### src/rtl/uart_apb_host.sv
// uart_apb_host: APB3 initiator that configures a CoreUARTapb register file
// and then shuttles bytes between valid/ready streams and the UART by
// polling its status register.
module uart_apb_host #(
    parameter logic [12:0] BAUD_VAL   = 13'd0,
    parameter logic        BIT8       = 1'b1,
    parameter logic        PARITY_EN  = 1'b0,
    parameter logic        ODD_N_EVEN = 1'b0,
    parameter logic        FRAC_EN    = 1'b0,
    parameter logic [2:0]  BAUD_FRAC  = 3'd0
) (
    input  logic       PCLK,
    input  logic       PRESET,
    output logic [4:0] PADDR,
    output logic       PSEL,
    output logic       PENABLE,
    output logic       PWRITE,
    output logic [7:0] PWDATA,
    input  logic [7:0] PRDATA,
    input  logic       PREADY,
    input  logic       PSLVERR,
    input  logic [7:0] TX_DATA,
    input  logic       TX_VALID,
    output logic       TX_READY,
    output logic [7:0] RX_DATA,
    output logic       RX_VALID,
    input  logic       RX_READY,
    output logic [3:0] ERR,
    input  logic       ERR_CLR,
    output logic       CFG_DONE
);

    // CoreUARTapb register offsets
    localparam logic [4:0] ADDR_TXDATA = 5'h00;
    localparam logic [4:0] ADDR_RXDATA = 5'h04;
    localparam logic [4:0] ADDR_CTRL1  = 5'h08;
    localparam logic [4:0] ADDR_CTRL2  = 5'h0C;
    localparam logic [4:0] ADDR_STATUS = 5'h10;
    localparam logic [4:0] ADDR_CTRL3  = 5'h14;

    // Which register operation the next/current APB transfer performs
    typedef enum logic [2:0] {
        ST_CFG1 = 3'd0,
        ST_CFG2 = 3'd1,
        ST_CFG3 = 3'd2,
        ST_POLL = 3'd3,
        ST_RXRD = 3'd4,
        ST_TXWR = 3'd5
    } state_t;

    // Where we are inside one APB transfer; IDLE is the mandatory gap cycle
    typedef enum logic [1:0] {
        PH_IDLE   = 2'd0,
        PH_SETUP  = 2'd1,
        PH_ACCESS = 2'd2
    } phase_t;

    state_t     state_r, state_s;
    phase_t     phase_r, phase_s;
    logic [4:0] paddr_r, paddr_s;
    logic       psel_r, psel_s;
    logic       penable_r, penable_s;
    logic       pwrite_r, pwrite_s;
    logic [7:0] pwdata_r, pwdata_s;
    logic       tx_ready_r, tx_ready_s;
    logic [7:0] rx_data_r, rx_data_s;
    logic       rx_valid_r, rx_valid_s;
    logic [3:0] err_r, err_s;
    logic       cfg_done_r, cfg_done_s;

    // Next-state and next-output computation for the transfer sequencer
    always_comb begin
        state_s    = state_r;
        phase_s    = phase_r;
        paddr_s    = paddr_r;
        psel_s     = psel_r;
        penable_s  = penable_r;
        pwrite_s   = pwrite_r;
        pwdata_s   = pwdata_r;
        tx_ready_s = 1'b0;
        rx_data_s  = rx_data_r;
        cfg_done_s = cfg_done_r;

        // Consumer handshake frees the single-entry RX buffer
        if (rx_valid_r && RX_READY) begin
            rx_valid_s = 1'b0;
        end else begin
            rx_valid_s = rx_valid_r;
        end

        // Clear first so that a same-cycle set below takes precedence
        if (ERR_CLR) begin
            err_s = 4'b0000;
        end else begin
            err_s = err_r;
        end

        case (phase_r)
            PH_IDLE: begin
                // Launch the SETUP cycle for the transfer this state owns
                phase_s   = PH_SETUP;
                psel_s    = 1'b1;
                penable_s = 1'b0;
                case (state_r)
                    ST_CFG1: begin
                        paddr_s  = ADDR_CTRL1;
                        pwrite_s = 1'b1;
                        pwdata_s = BAUD_VAL[7:0];
                    end
                    ST_CFG2: begin
                        paddr_s  = ADDR_CTRL2;
                        pwrite_s = 1'b1;
                        pwdata_s = {BAUD_VAL[12:8], ODD_N_EVEN, PARITY_EN, BIT8};
                    end
                    ST_CFG3: begin
                        paddr_s  = ADDR_CTRL3;
                        pwrite_s = 1'b1;
                        pwdata_s = {5'b00000, BAUD_FRAC};
                    end
                    ST_RXRD: begin
                        paddr_s  = ADDR_RXDATA;
                        pwrite_s = 1'b0;
                        pwdata_s = 8'h00;
                    end
                    ST_TXWR: begin
                        // Byte is captured here and held through ACCESS
                        paddr_s  = ADDR_TXDATA;
                        pwrite_s = 1'b1;
                        pwdata_s = TX_DATA;
                    end
                    default: begin
                        paddr_s  = ADDR_STATUS;
                        pwrite_s = 1'b0;
                        pwdata_s = 8'h00;
                    end
                endcase
            end
            PH_SETUP: begin
                phase_s   = PH_ACCESS;
                penable_s = 1'b1;
            end
            PH_ACCESS: begin
                if (PREADY) begin
                    // Completing edge: release the bus and act on the result
                    phase_s   = PH_IDLE;
                    psel_s    = 1'b0;
                    penable_s = 1'b0;
                    err_s[3]  = err_s[3] | PSLVERR;
                    case (state_r)
                        ST_CFG1: begin
                            state_s = ST_CFG2;
                        end
                        ST_CFG2: begin
                            if (FRAC_EN) begin
                                state_s = ST_CFG3;
                            end else begin
                                state_s    = ST_POLL;
                                cfg_done_s = 1'b1;
                            end
                        end
                        ST_CFG3: begin
                            state_s    = ST_POLL;
                            cfg_done_s = 1'b1;
                        end
                        ST_POLL: begin
                            err_s[2:0] = err_s[2:0] | PRDATA[4:2];
                            // RX wins over TX; RX only when the buffer is free
                            if (PRDATA[1] && !rx_valid_r) begin
                                state_s = ST_RXRD;
                            end else if (PRDATA[0] && TX_VALID) begin
                                state_s = ST_TXWR;
                            end else begin
                                state_s = ST_POLL;
                            end
                        end
                        ST_RXRD: begin
                            rx_data_s  = PRDATA;
                            rx_valid_s = 1'b1;
                            state_s    = ST_POLL;
                        end
                        ST_TXWR: begin
                            tx_ready_s = 1'b1;
                            state_s    = ST_POLL;
                        end
                        default: begin
                            state_s = ST_POLL;
                        end
                    endcase
                end else begin
                    phase_s = PH_ACCESS;
                end
            end
            default: begin
                phase_s   = PH_IDLE;
                psel_s    = 1'b0;
                penable_s = 1'b0;
            end
        endcase
    end

    // State and output registers with synchronous reset
    always_ff @(posedge PCLK) begin
        if (PRESET) begin
            state_r    <= ST_CFG1;
            phase_r    <= PH_IDLE;
            paddr_r    <= 5'h00;
            psel_r     <= 1'b0;
            penable_r  <= 1'b0;
            pwrite_r   <= 1'b0;
            pwdata_r   <= 8'h00;
            tx_ready_r <= 1'b0;
            rx_data_r  <= 8'h00;
            rx_valid_r <= 1'b0;
            err_r      <= 4'b0000;
            cfg_done_r <= 1'b0;
        end else begin
            state_r    <= state_s;
            phase_r    <= phase_s;
            paddr_r    <= paddr_s;
            psel_r     <= psel_s;
            penable_r  <= penable_s;
            pwrite_r   <= pwrite_s;
            pwdata_r   <= pwdata_s;
            tx_ready_r <= tx_ready_s;
            rx_data_r  <= rx_data_s;
            rx_valid_r <= rx_valid_s;
            err_r      <= err_s;
            cfg_done_r <= cfg_done_s;
        end
    end

    assign PADDR    = paddr_r;
    assign PSEL     = psel_r;
    assign PENABLE  = penable_r;
    assign PWRITE   = pwrite_r;
    assign PWDATA   = pwdata_r;
    assign TX_READY = tx_ready_r;
    assign RX_DATA  = rx_data_r;
    assign RX_VALID = rx_valid_r;
    assign ERR      = err_r;
    assign CFG_DONE = cfg_done_r;

endmodule

### config.mk
export PLATFORM = sky130hd
export DESIGN_NAME = uart_apb_host
export DESIGN_NICKNAME = d
export VERILOG_FILES = /design/src/rtl/uart_apb_host.sv
export SDC_FILE = /design/constraint.sdc
export NUM_CORES = 1
export LEC_CHECK = 0
export ABC_CLOCK_PERIOD_IN_PS = 3000
export BUFFER_PORTS_ARGS = -buffer_cell sky130_fd_sc_hd__clkbuf_2
export CAP_MARGIN = 40
export CORE_ASPECT_RATIO = 0.7
export CORE_MARGIN = 3
export CORE_UTILIZATION = 51
export DETAILED_ROUTE_END_ITERATION = 6
export PLACE_DENSITY_LB_ADDON = 0.08
export SLEW_MARGIN = 20
export SYNTH_ARGS = -nofsm -noshare
export SYNTH_HDL_FRONTEND = slang
export SYNTH_SLANG_ARGS = --single-unit
### constraint.sdc
create_clock -name PCLK -period 3 [get_ports PCLK]
set_input_delay 0.15 -clock PCLK [delete_from_list [all_inputs] [get_ports PCLK]]
set_output_delay 0.15 -clock PCLK [all_outputs]
set_load 0.005 [all_outputs]
==> summary.txt, run 1 <==
Status
  – Run status: finished, final reports clean

STA
  – TNS Setup: 0 ps
  – Remaining max-slew budget at the tightest pin: 46.49%
  – Highest clock frequency the design can meet: 0.5267 GHz
  – Hold Violations, Final: 0
  – Worst-Margin Slew: 799.7 ps
  – Post-route clock skew: around 2.2 ps
  – Setup repair after global routing missed its margin: false
  – Final clock period utilization by the worst path: 63.29%
  – Count of endpoints failing setup in the final report: 0
  – Max-slew violation count: 0
  – Minimum period implied by the final worst setup slack: 1899 ps
  – Post-layout worst setup margin: roughly 1100 ps

Synth
  – Synth warnings: 0
  – Register bit total from synthesis: 34
  – Sequential area share after synthesis: 48.92%
  – Count of mapped cells out of synthesis: 164
  – Synth Area in XOR/XNOR: 0.6295%
  – Total standard cell area after synthesis: 0.001391 mm²
  – Post-synthesis cell type count: 31
  – Area fraction in and, or, nand and nor cells after synthesis: 22.48%
  – Dominant synthesized flop cell: dfxtp_1
  – Dominant combinational cell family by area after synthesis: simple AND/OR/NAND/NOR gates
  – Average footprint of a synthesized cell: 8.484 µm²
  – Post-synth EDFFs: 0
  – Post-synthesis share of cell area spent on full adders, half adders and majority gates: 0%
  – Multiplexer share of the synthesized area: 0%
  – Fraction of synthesis flops using an asynchronous set or reset pin: 0%
  – Post-synthesis compound-gate area fraction: 19.06%

Drt
  – Mean number of vias per cell: approximately 5.2
  – Antenna Violating Nets Remaining: 0
  – Number of DRC violations after detailed routing: 0
  – Vias post-DR: 1,260
  – Total iterations of the first detailed-routing run: 4
  – Drt total wl: ~3100 µm
  – Avg WL per Cell: approximately 13 µm
  – Initial detailed-routing violation count: approximately 90

Critical path
  – CP Launch Type: flip-flop
  – Cell-by-cell listing of the critical path: nand3b_1 > a2111oi_0 > a2111oi_0
  – Required time of the critical path: ~3100 ps
  – Highest fanout seen on the critical path: 23
  – Crit path kind: reg -> reg
  – Slowest stage cell on the critical path: a2111oi_0
  – Most prevalent standard cell on the critical path: a2111oi_0
  – Kind of cell adding the most delay to the critical path: compound AO/OA/AOI/OAI gates
  – Startpoint of the most critical setup path: phase_r[1]
  – Data arrival time of the worst path: 2030 ps
  – Worst reg2reg startpoint: phase_r[1]
  – Kind of end point of the critical path: flip-flop
  – Worst path buffer plus inverter count: 0
  – Largest stage delay, worst path: 670 ps

Clocking
  – Post-CTS Resized: 0
  – Clock root buffer: clkbuf_8
  – Inserted Clock Buffers: 5
  – Number of sinks handled by clock tree synthesis: 34
  – H-tree levels: 2
  – Number of setup buffers added after CTS: 0
  – TritonCTS clock tree: done
  – Deepest clock path buffer count: 2
  – Clock transition at the registers of the reported paths: around 60 ps
  – Clk Latency, worst-skew pair: 280 ps
  – Number of buffers inserted by hold repair at cts: 0

Placement
  – HPWL reported at the end of detailed placement: 2335 µm
  – Number of instances in the placed design: 235
  – Worst setup timing slack at the placement stage: 1127 ps
  – Routability congestion estimate: 0.7825
  – Count of buffers from port buffering: 51

Cells and area
  – Layout cell share with drive strength beyond 1: 28.99%
  – Final net count: 231
  – Diode insertion count for antenna repair: 0
  – Layout overhead on the synthesized area: 21.94%
  – Cell Count, Final, Fillers Out: 241
  – End-of-flow core utilization: 66.96%

GRT
  – GRT Util Overall: 20.00%
  – Largest net degree at the start of global routing: 33
  – GRT overflow: 0
  – Vias in the first global route: 1,129
  – Antenna violations before repair: 0
  – First-pass GRT wire length: 5009 µm

Floorplanning
  – Width of the die: 68.43 µm
  – Overall die area: 0.003401 mm²
  – Number of rows created at floorplan: 15
  – Placeable Area: 0.002534 mm²
  – Die height: 49.70 µm
  – Starting utilization of the core area: 54.91%
  – Top-Level Pins: 54

Power and ir drop
  – Ratio of total power to cell area: 515.3 mW/mm²
  – Total Power: 0.0008743 W
  – Switching pwr: 0.0002047 W
  – Switching share of total power: 23.41%
  – Internal Power: around 0.00067 W
  – Logic pwr share: 8.7%
  – Power share of the clock group: between 30% and 40%
  – Sequential share of power: between 50 and 60%
  – Peak supply drop: 0.0003319 V
  – Leakage: 0.7771 nW

Flow run
  – Max-capacitance violation count: 0

Min path
  – Class of the tightest hold or removal check: in -> reg
  – Worst hold start: TX_DATA[6]
## worst min-delay path: stages
cell and delay, ps:
clkbuf_2 80, nand3_1 50, a21oi_1 60
## per-stage QoR
| stage | area (µm²) | hold slack [ps] |
|---|---|---|
| 2_1_floorplan | 1395 | 233.5 |
| 3_3_place_gp | 1614 | 381.4 |
| 3_5_place_dp | 1614 | 399.0 |
| 4_1_cts | 1697 | 106.0 |
| 5_1_grt | 1697 | 103.3 |
| 6_report | 1697 | 104.9 |
## layout by cell type, fill, tap and decap left out
cell type  instances
nand2b_1           2
clkbuf_2          51
o21ai_1            8
o21ba_1            4
o211ai_1           1
a311oi_2           1
conb_1             2
nand3_1            7
o2111ai_1          1
clkbuf_8           6
nand3b_1           1
dfxtp_1           34
and3b_1            2
inv_1             11
xor2_1             1
a21oi_1           21
nor3_1             2
or3_1              8
o21ba_2            1
or2_2              1
nor2_1            10
nor4_1             5
or3b_1             2
a31oi_1            1
a2111oi_0          2
nand2_1           15
nor2b_1            5
a21boi_1           1
a21o_1             1
## final timing paths
check | slack (ps) | depth (start not counted) | endpoint
max | 1100 | 3 | state_r[1]
max reg2reg | 1100 | 3 | state_r[1]
min reg2reg | 450 | 2 | PENABLE
min | 100 | 3 | PWDATA[6]
## synthesized netlist by cell type (2+ instances only)
master      n  area share (%)
a2111oi_0   2             1.3
a21oi_1    21             7.6
and3b_1     2             1.3
buf_2       3             1.1
buf_4       3             1.6
clkbuf_1    8             2.2
dfxtp_1    34              49
inv_1      11             3.0
nand2_1    15             4.0
nand2b_1    2            0.90
nand3_1     7             2.5
nor2_1     10             2.7
nor2b_1     5             2.2
nor3_1      2            0.72
nor4_1      5             2.2
o21ai_1     8             2.9
o21ba_1     4             2.9
or3_1       8             3.6
or3b_1      2             1.3
## per-layer routing
metal  global-route usage (%)  routed length, µm
met5                        0                  0
met4                    10.56                 67
met3                    6.378                272
met2                    30.74               1446
met1                    24.50               1357
## sequential cells by signal (all words and copies together) (netlist names), 2 cells and up
register,flops
RX_DATA,8
state_r,3
PWDATA,8
phase_r,2
PADDR,3
ERR,4
## cell families (layout without fill, tap and decap cells)
group	after synthesis	after routing
AND/OR/NAND/NOR	60	60
buffers and inverters	26	68
other	1	2
flip-flops	34	34
XOR/XNOR	1	1
AO/OA/AOI/OAI	42	42
## area by class of cell
type	count	area, µm²
flip-flops and latches	34	680.7
well taps	34	42.54
clock buffers	6	82.58
repair buffers	51	255.2
fillers	219	837.1
inverters	11	41.29
multi-input cells	105	594.3
## power by group through the flow
stage / registers, W / logic, W / clock network [W]
detailed placement: 0.000482 / 0.0000762 / 0
global placement: 0.000481 / 0.0000730 / 0
CTS: 0.000472 / 0.0000766 / 0.000330
finish: 0.000472 / 0.0000762 / 0.000326
floorplan: 0.000480 / 0.0000473 / 0
global route: 0.000474 / 0.0000857 / 0.000357
No activity file was read; power rests on OpenSTA's default activity.
==> run 2, diff against run 1 <==
--- a/config.mk
+++ b/config.mk
@@ -5,12 +5,12 @@
 export SDC_FILE = /design/constraint.sdc
 export NUM_CORES = 1
 export LEC_CHECK = 0
-export ABC_CLOCK_PERIOD_IN_PS = 3000
+export ABC_CLOCK_PERIOD_IN_PS = 1700
 export BUFFER_PORTS_ARGS = -buffer_cell sky130_fd_sc_hd__clkbuf_2
 export CAP_MARGIN = 40
 export CORE_ASPECT_RATIO = 0.7
 export CORE_MARGIN = 3
-export CORE_UTILIZATION = 51
+export CORE_UTILIZATION = 43
 export DETAILED_ROUTE_END_ITERATION = 6
 export PLACE_DENSITY_LB_ADDON = 0.08
 export SLEW_MARGIN = 20
==> constraint.sdc (replaced) <==
create_clock -name PCLK -period 1.7 [get_ports PCLK]
set_input_delay 0.085 -clock PCLK [delete_from_list [all_inputs] [get_ports PCLK]]
set_output_delay 0.085 -clock PCLK [all_outputs]
set_load 0.005 [all_outputs]
==> run 2 against run 1 <==
Against the previous run: flip-flop and latch count unchanged; highest routed layer unchanged; global-route usage down 3.9 points; largest cell class unchanged; core utilization down 8.3 points; non-clock buffer count up 4; setup slack worse by 900 ps; routed wire length down 3.7%.
==> summary.txt, run 2 (synthesis results as in run 1) <==
Status
  – Run status: finished, final reports clean (unchanged)

STA
  – Remaining max-slew budget at the tightest pin: 59.36% (was 46.49%)
  – Hold Violations, Final: 0 (unchanged)
  – Count of endpoints failing setup in the final report: 0 (unchanged)
  – TNS Setup: 0 ps (unchanged)
  – Max-slew violation count: 0 (unchanged)
  – Final clock period utilization by the worst path: 88.15% (was 63.29%)
  – Worst-Margin Slew: 609.6 ps (was 799.7 ps)
  – Post-route clock skew: 2.274 ps (was 2.245 ps)
  – Setup repair after global routing missed its margin: false (unchanged)
  – Highest clock frequency the design can meet: 0.6673 GHz (was 0.5267 GHz)
  – Final worst hold slack: 39.37 ps (was 104.9 ps)
  – Post-layout worst setup margin: 201.5 ps (was 1101 ps)
  – Minimum period implied by the final worst setup slack: 1498 ps (was 1899 ps)

GRT
  – GRT overflow: 0 (unchanged)
  – Vias in the first global route: 1,122 (was 1,129)
  – Largest net degree at the start of global routing: 33 (unchanged)
  – GRT Util Overall: 16.07% (was 20.00%)
  – First-pass GRT wire length: 4747 µm (was 5009 µm)
  – Antenna violations before repair: 0 (unchanged)

Clocking
  – Number of buffers inserted by hold repair at cts: 0 (unchanged)
  – Clock transition at the registers of the reported paths: 60 ps (about the same)
  – H-tree levels: 2 (unchanged)
  – Number of sinks handled by clock tree synthesis: 34 (unchanged)
  – TritonCTS clock tree: done (unchanged)
  – Deepest clock path buffer count: 2 (unchanged)
  – Inserted Clock Buffers: 5 (unchanged)
  – Clk Latency, worst-skew pair: 280 ps (about the same)
  – Clock root buffer: clkbuf_8 (unchanged)

Cells and area
  – Register area: 680.7 µm² (unchanged)
  – Final net count: 235 (was 231)
  – Layout overhead on the synthesized area: 24.01% (was 21.94%)
  – Area used by multi-input combinational logic: 596.8 µm² (was 594.3 µm²)
  – Number of inserted filler cells in the final layout: 278 (was 219)
  – Commonest non-fill, non-tap cells in the layout: clkbuf_2, dfxtp_1, a21oi_1 (unchanged)
  – Diode insertion count for antenna repair: 0 (unchanged)
  – Cell Count, Final, Fillers Out: 248 (was 241)
  – Layout cell share with drive strength beyond 1: 30.19% (was 28.99%)
  – Most frequent standard cell in the layout excluding fill and tap cells: clkbuf_2 (unchanged)

Critical path
  – Cell-by-cell listing of the critical path: nand2_1 > a2111oi_0 > a2111oi_0 (was nand3b_1 > a2111oi_0 > a2111oi_0)
  – Worst reg2reg setup slack: 200 ps (was 1100 ps)
  – Largest stage delay, worst path: 530 ps (was 670 ps)
  – Most prevalent standard cell on the critical path: a2111oi_0 (unchanged)
  – Startpoint of the most critical setup path: state_r[1] (was phase_r[1])
  – Crit path kind: reg -> reg (unchanged)
  – Data arrival time of the worst path: 1630 ps (was 2030 ps)
  – Kind of cell adding the most delay to the critical path: compound AO/OA/AOI/OAI gates (unchanged)
  – Depth of the worst register-to-register path: 3 (unchanged)
  – CP Launch Type: flip-flop (unchanged)
  – Worst path buffer plus inverter count: 0 (unchanged)
  – Reg2Reg Capture Point: state_r[1] (unchanged)
  – Logic depth of the worst path, buffers included: 3 (unchanged)
  – Worst reg2reg startpoint: state_r[1] (was phase_r[1])
  – Slowest stage cell on the critical path: a2111oi_0 (unchanged)
  – Kind of end point of the critical path: flip-flop (unchanged)
  – Highest fanout seen on the critical path: 8 (was 23)
  – Required time of the critical path: 1830 ps (was 3130 ps)

Placement
  – HPWL reported at the end of detailed placement: 2237 µm (was 2335 µm)
  – Routability congestion estimate: 0.8025 (was 0.7825)
  – Worst setup timing slack at the placement stage: 111.1 ps (was 1127 ps)
  – Number of instances in the placed design: 241 (was 235)
  – Count of buffers from port buffering: 51 (unchanged)

Floorplanning
  – Placeable Area: 0.002943 mm² (was 0.002534 mm²)
  – Die height: 53.59 µm (was 49.70 µm)
  – Width of the die: 73.99 µm (was 68.43 µm)
  – Number of rows created at floorplan: 16 (was 15)
  – Top-Level Pins: 54 (unchanged)
  – Starting utilization of the core area: 47.28% (was 54.91%)
  – Overall die area: 0.003965 mm² (was 0.003401 mm²)

Min path
  – Number of stages on the worst hold path: 3 (unchanged)
  – Class of the tightest hold or removal check: in -> reg (unchanged)
  – Hold EP: PWDATA[3] (was PWDATA[6])
  – Worst hold start: TX_DATA[3] (was TX_DATA[6])

Drt
  – Drt total wl: 3027 µm (was 3144 µm)
  – Antenna Violating Nets Remaining: 0 (unchanged)
  – Number of DRC violations after detailed routing: 0 (unchanged)
  – Total iterations of the first detailed-routing run: 4 (unchanged)
  – Vias post-DR: 1,232 (was 1,260)
  – Mean number of vias per cell: 4.968 (was 5.228)
  – Initial detailed-routing violation count: 28 (was 91)
  – Avg WL per Cell: 12.21 µm (was 13.05 µm)

Power and ir drop
  – Leakage: 0.7953 nW (was 0.7771 nW)
  – Ratio of total power to cell area: 873.7 mW/mm² (was 515.3 mW/mm²)
  – Peak supply drop: 0.0005481 V (was 0.0003319 V)

Flow run
  – Max-capacitance violation count: 0 (unchanged)
-- run 2: per-layer routing --
metal  track usage, %  routed length (µm)  up-vias
li1                 -                   -      646
met1            18.61                1421      534
met2            26.62                1302       47
met3            5.224                 254        5
met4            8.735                  49        0
met5                0                   0        -
-- run 2: cell type report --
type | instances | area share, %
timing repair buffer | 55 | 16.53
multi-input combinational | 105 | 34.59
clock buffer | 7 | 4.424
sequential | 34 | 39.45
inverter | 11 | 2.393
tap | 36 | 2.611
-- run 2: tightest hold or removal path, cell delays in order --
cell	delay, ps
clkbuf_2	80
nand3_1	50
a21oi_1	50
-- run 2: where the power goes --
| part | internal (W) | total (W) | leakage [nW] | switching, W |
|---|---|---|---|---|
| sequential | 0.000817 | 0.000831 | 0.276 | 0.0000137 |
| combinational | 0.0000603 | 0.000143 | 0.481 | 0.0000828 |
| clock | 0.000281 | 0.000534 | 0.0383 | 0.000253 |
-- run 2: how the worst max path moves through the flow --
stage | end | slack, ps
detailed placement | RX_DATA[4] | 110
finish | state_r[1] | 200
global route | state_r[1] | 100
floorplan | RX_DATA[0] | 330
CTS | RX_DATA[4] | 100
global placement | RX_DATA[0] | 190
-- run 2: through the flow --
step | utilization, % | instance area (µm²) | total power [W]
floorplan | - | 1395 | 0.0009309
global placement | 55.95 | 1647 | 0.0009892
detailed placement | 55.95 | 1647 | 0.0009923
CTS | 58.55 | 1723 | 0.001534
global route | 58.63 | 1725 | 0.001581
finish | 58.63 | 1725 | 0.001507
-- run 2: what timing repair did --
item	in CTS	in global routing
buffers inserted	0	0
endpoints found under the setup margin	0	1
hold endpoints to repair	0	0
resized for setup	0	1
==> run 3, diff against run 2 <==
--- a/config.mk
+++ b/config.mk
@@ -8,9 +8,11 @@
 export ABC_CLOCK_PERIOD_IN_PS = 1700
 export BUFFER_PORTS_ARGS = -buffer_cell sky130_fd_sc_hd__clkbuf_2
 export CAP_MARGIN = 40
+export CELL_PAD_IN_SITES_DETAIL_PLACEMENT = 1
+export CELL_PAD_IN_SITES_GLOBAL_PLACEMENT = 2
 export CORE_ASPECT_RATIO = 0.7
 export CORE_MARGIN = 3
-export CORE_UTILIZATION = 43
+export CORE_UTILIZATION = 24
 export DETAILED_ROUTE_END_ITERATION = 6
 export PLACE_DENSITY_LB_ADDON = 0.08
 export SLEW_MARGIN = 20
==> run 3 against run 2 <==
Against the previous run: clock skew is 2.3 ps higher; final area is 2.6% higher; via count is 5.6% higher; routed wire length is 30% higher; first-iteration DRC count is 29% higher; sequential share of layout area is 1.0 points lower; die area is 71% higher; clock power is 4.3% higher; critical path depth stayed put; global-route usage is 4.1 points lower; critical path type unchanged; critical endpoint is now state_r[2]; highest routed layer unchanged.
==> summary.txt, run 3 (synthesis results as in run 1) <==
Placement
  – Count of buffers from port buffering: 51 (unchanged)
  – Routability congestion estimate: 0.6735 (was 0.8025)
  – Total cell area at the placement stage: 0.001692 mm² (was 0.001647 mm²)
  – HPWL reported at the end of detailed placement: 2970 µm (was 2237 µm)

STA
  – Final clock period utilization by the worst path: 87.01% (was 88.15%)
  – TNS Setup: 0 ps (unchanged)
  – Setup repair after global routing missed its margin: false (unchanged)
  – Highest clock frequency the design can meet: 0.6760 GHz (was 0.6673 GHz)
  – Count of endpoints failing setup in the final report: 0 (unchanged)
  – Post-route clock skew: 4.565 ps (was 2.274 ps)
  – Max-slew violation count: 0 (unchanged)
  – Minimum period implied by the final worst setup slack: 1479 ps (was 1498 ps)
  – Worst-Margin Slew: 520.9 ps (was 609.6 ps)
  – Hold Violations, Final: 0 (unchanged)
  – Remaining max-slew budget at the tightest pin: 64.37% (was 59.36%)

Critical path
  – Depth of the worst register-to-register path: 3 (unchanged)
  – Required time of the critical path: 1930 ps (was 1830 ps)
  – Kind of end point of the critical path: flip-flop (unchanged)
  – Highest fanout seen on the critical path: 8 (unchanged)
  – Worst reg2reg setup slack: 220 ps (was 200 ps)
  – Crit path kind: reg -> reg (unchanged)
  – Reg2Reg Capture Point: state_r[2] (was state_r[1])
  – Startpoint of the most critical setup path: state_r[0] (was state_r[1])
  – Worst reg2reg startpoint: state_r[0] (was state_r[1])
  – CP Launch Type: flip-flop (unchanged)
  – Data arrival time of the worst path: 1710 ps (was 1630 ps)

Cells and area
  – Layout cell share with drive strength beyond 1: 30.19% (unchanged)
  – Diode insertion count for antenna repair: 0 (unchanged)
  – Layout overhead on the synthesized area: 27.25% (was 24.01%)
  – Register area: 680.7 µm² (unchanged)
  – Area used by multi-input combinational logic: 596.8 µm² (unchanged)
  – Final net count: 235 (unchanged)
  – End-of-flow core utilization: 32.65% (was 58.63%)
  – Commonest non-fill, non-tap cells in the layout: clkbuf_2, dfxtp_1, a21oi_1 (unchanged)
  – Number of inserted filler cells in the final layout: 655 (was 278)
  – Most frequent standard cell in the layout excluding fill and tap cells: clkbuf_2 (unchanged)
  – Post-route cell area: 0.001770 mm² (was 0.001725 mm²)

Clocking
  – Number of sinks handled by clock tree synthesis: 34 (unchanged)
  – Deepest clock path buffer count: 2 (unchanged)
  – Inserted Clock Buffers: 5 (unchanged)
  – Clock transition at the registers of the reported paths: 70 ps (was 60 ps)
  – Clock root buffer: clkbuf_8 (unchanged)
  – TritonCTS clock tree: done (unchanged)
  – H-tree levels: 2 (unchanged)
  – Clk Latency, worst-skew pair: 280 ps (about the same)

Drt
  – Initial detailed-routing violation count: 36 (was 28)
  – Avg WL per Cell: 13.82 µm (was 12.21 µm)
  – Vias post-DR: 1,301 (was 1,232)
  – Drt total wl: 3924 µm (was 3027 µm)
  – Total iterations of the first detailed-routing run: 4 (unchanged)
  – Number of DRC violations after detailed routing: 0 (unchanged)
  – Mean number of vias per cell: 4.581 (was 4.968)
  – Antenna Violating Nets Remaining: 0 (unchanged)

GRT
  – Met3 Track Usage GR: 4.221% (was 5.224%)
  – Vias in the first global route: 1,321 (was 1,122)
  – GR Util met2: 18.58% (was 26.62%)
  – GRT overflow: 0 (unchanged)
  – Fraction of met1 tracks used by global routing: 15.07% (was 18.61%)
  – GRT Util Overall: 12.01% (was 16.07%)
  – GRT Max-Usage Layer: met2 (unchanged)
  – Largest net degree at the start of global routing: 23 (was 33)
  – Antenna violations before repair: 0 (unchanged)
  – First-pass GRT wire length: 6458 µm (was 4747 µm)

Floorplanning
  – Overall die area: 0.006762 mm² (was 0.003965 mm²)
  – Top-Level Pins: 54 (unchanged)
  – Number of rows created at floorplan: 22 (was 16)
  – Placeable Area: 0.005423 mm² (was 0.002943 mm²)
  – Die height: 69.71 µm (was 53.59 µm)
  – Starting utilization of the core area: 25.66% (was 47.28%)
  – Width of the die: 97.01 µm (was 73.99 µm)

Power and ir drop
  – Total Power: 0.001538 W (was 0.001507 W)
  – Ratio of total power to cell area: 868.8 mW/mm² (was 873.7 mW/mm²)
  – Peak supply drop: 0.0003999 V (was 0.0005481 V)
  – Leakage: 0.7947 nW (was 0.7953 nW)

Min path
  – Worst hold start: TX_DATA[2] (was TX_DATA[3])
  – Class of the tightest hold or removal check: in -> reg (unchanged)
  – Number of stages on the worst hold path: 3 (unchanged)
  – Hold EP: PWDATA[2] (was PWDATA[3])

Flow run
  – Max-capacitance violation count: 0 (unchanged)

Status
  – Run status: finished, final reports clean (unchanged)
==> run 3: cell counts in the layout (fill, tap and decap cells not counted) <==
No cell type changed its count.
==> run 3: stage by stage <==
stage	setup WS (ps)	cells	hold slack [ps]
3_3_place_gp	133.0	277	315.5
2_1_floorplan	327.7	165	168.5
6_report	220.8	284	38.95
5_1_grt	68.66	284	34.05
4_1_cts	66.22	284	29.12
3_5_place_dp	83.04	277	321.9
==> run 3: per-layer routing <==
layer,up-vias,part of all wire [%]
met4,0,2.4
li1,649,-
met1,605,47
met5,-,0
met2,36,45
met3,11,5.6
==> run 3: worst max path at each step <==
stage	to	slack [ps]	cells past startpoint
2_1_floorplan	RX_DATA[0]	330	6
3_3_place_gp	RX_DATA[3]	130	3
3_5_place_dp	RX_DATA[6]	80	3
4_1_cts	RX_DATA[6]	70	3
5_1_grt	state_r[1]	70	3
6_report	state_r[2]	220	3
==> run 3: layout make-up <==
type	count	share of cell area (%)
Inverter	11	2.332
Timing Repair Buffer	55	16.11
Multi-Input combinational cell	105	33.71
Clock buffer	7	4.311
Sequential cell	34	38.45
Tap cell	72	5.088
==> run 3: repair_timing <==
action / CTS / global route
resized for setup: 0 / 2
setup endpoints to repair: 0 / 6
buffers inserted: 0 / 0
hold buffers: 0 / 0
==> run 3: report_power, final <==
| part | internal, W | leakage (nW) | switching [W] |
|---|---|---|---|
| Clock | 0.000282 | 0.0383 | 0.000275 |
| Combinational | 0.0000601 | 0.481 | 0.0000876 |
| Sequential | 0.000816 | 0.276 | 0.0000174 |
==> run 3: critical path, stage by stage (launching register included) <==
cell	delay, ps
dfxtp_1	470
nand2_1	200
a2111oi_0	530
o21ba_2	230
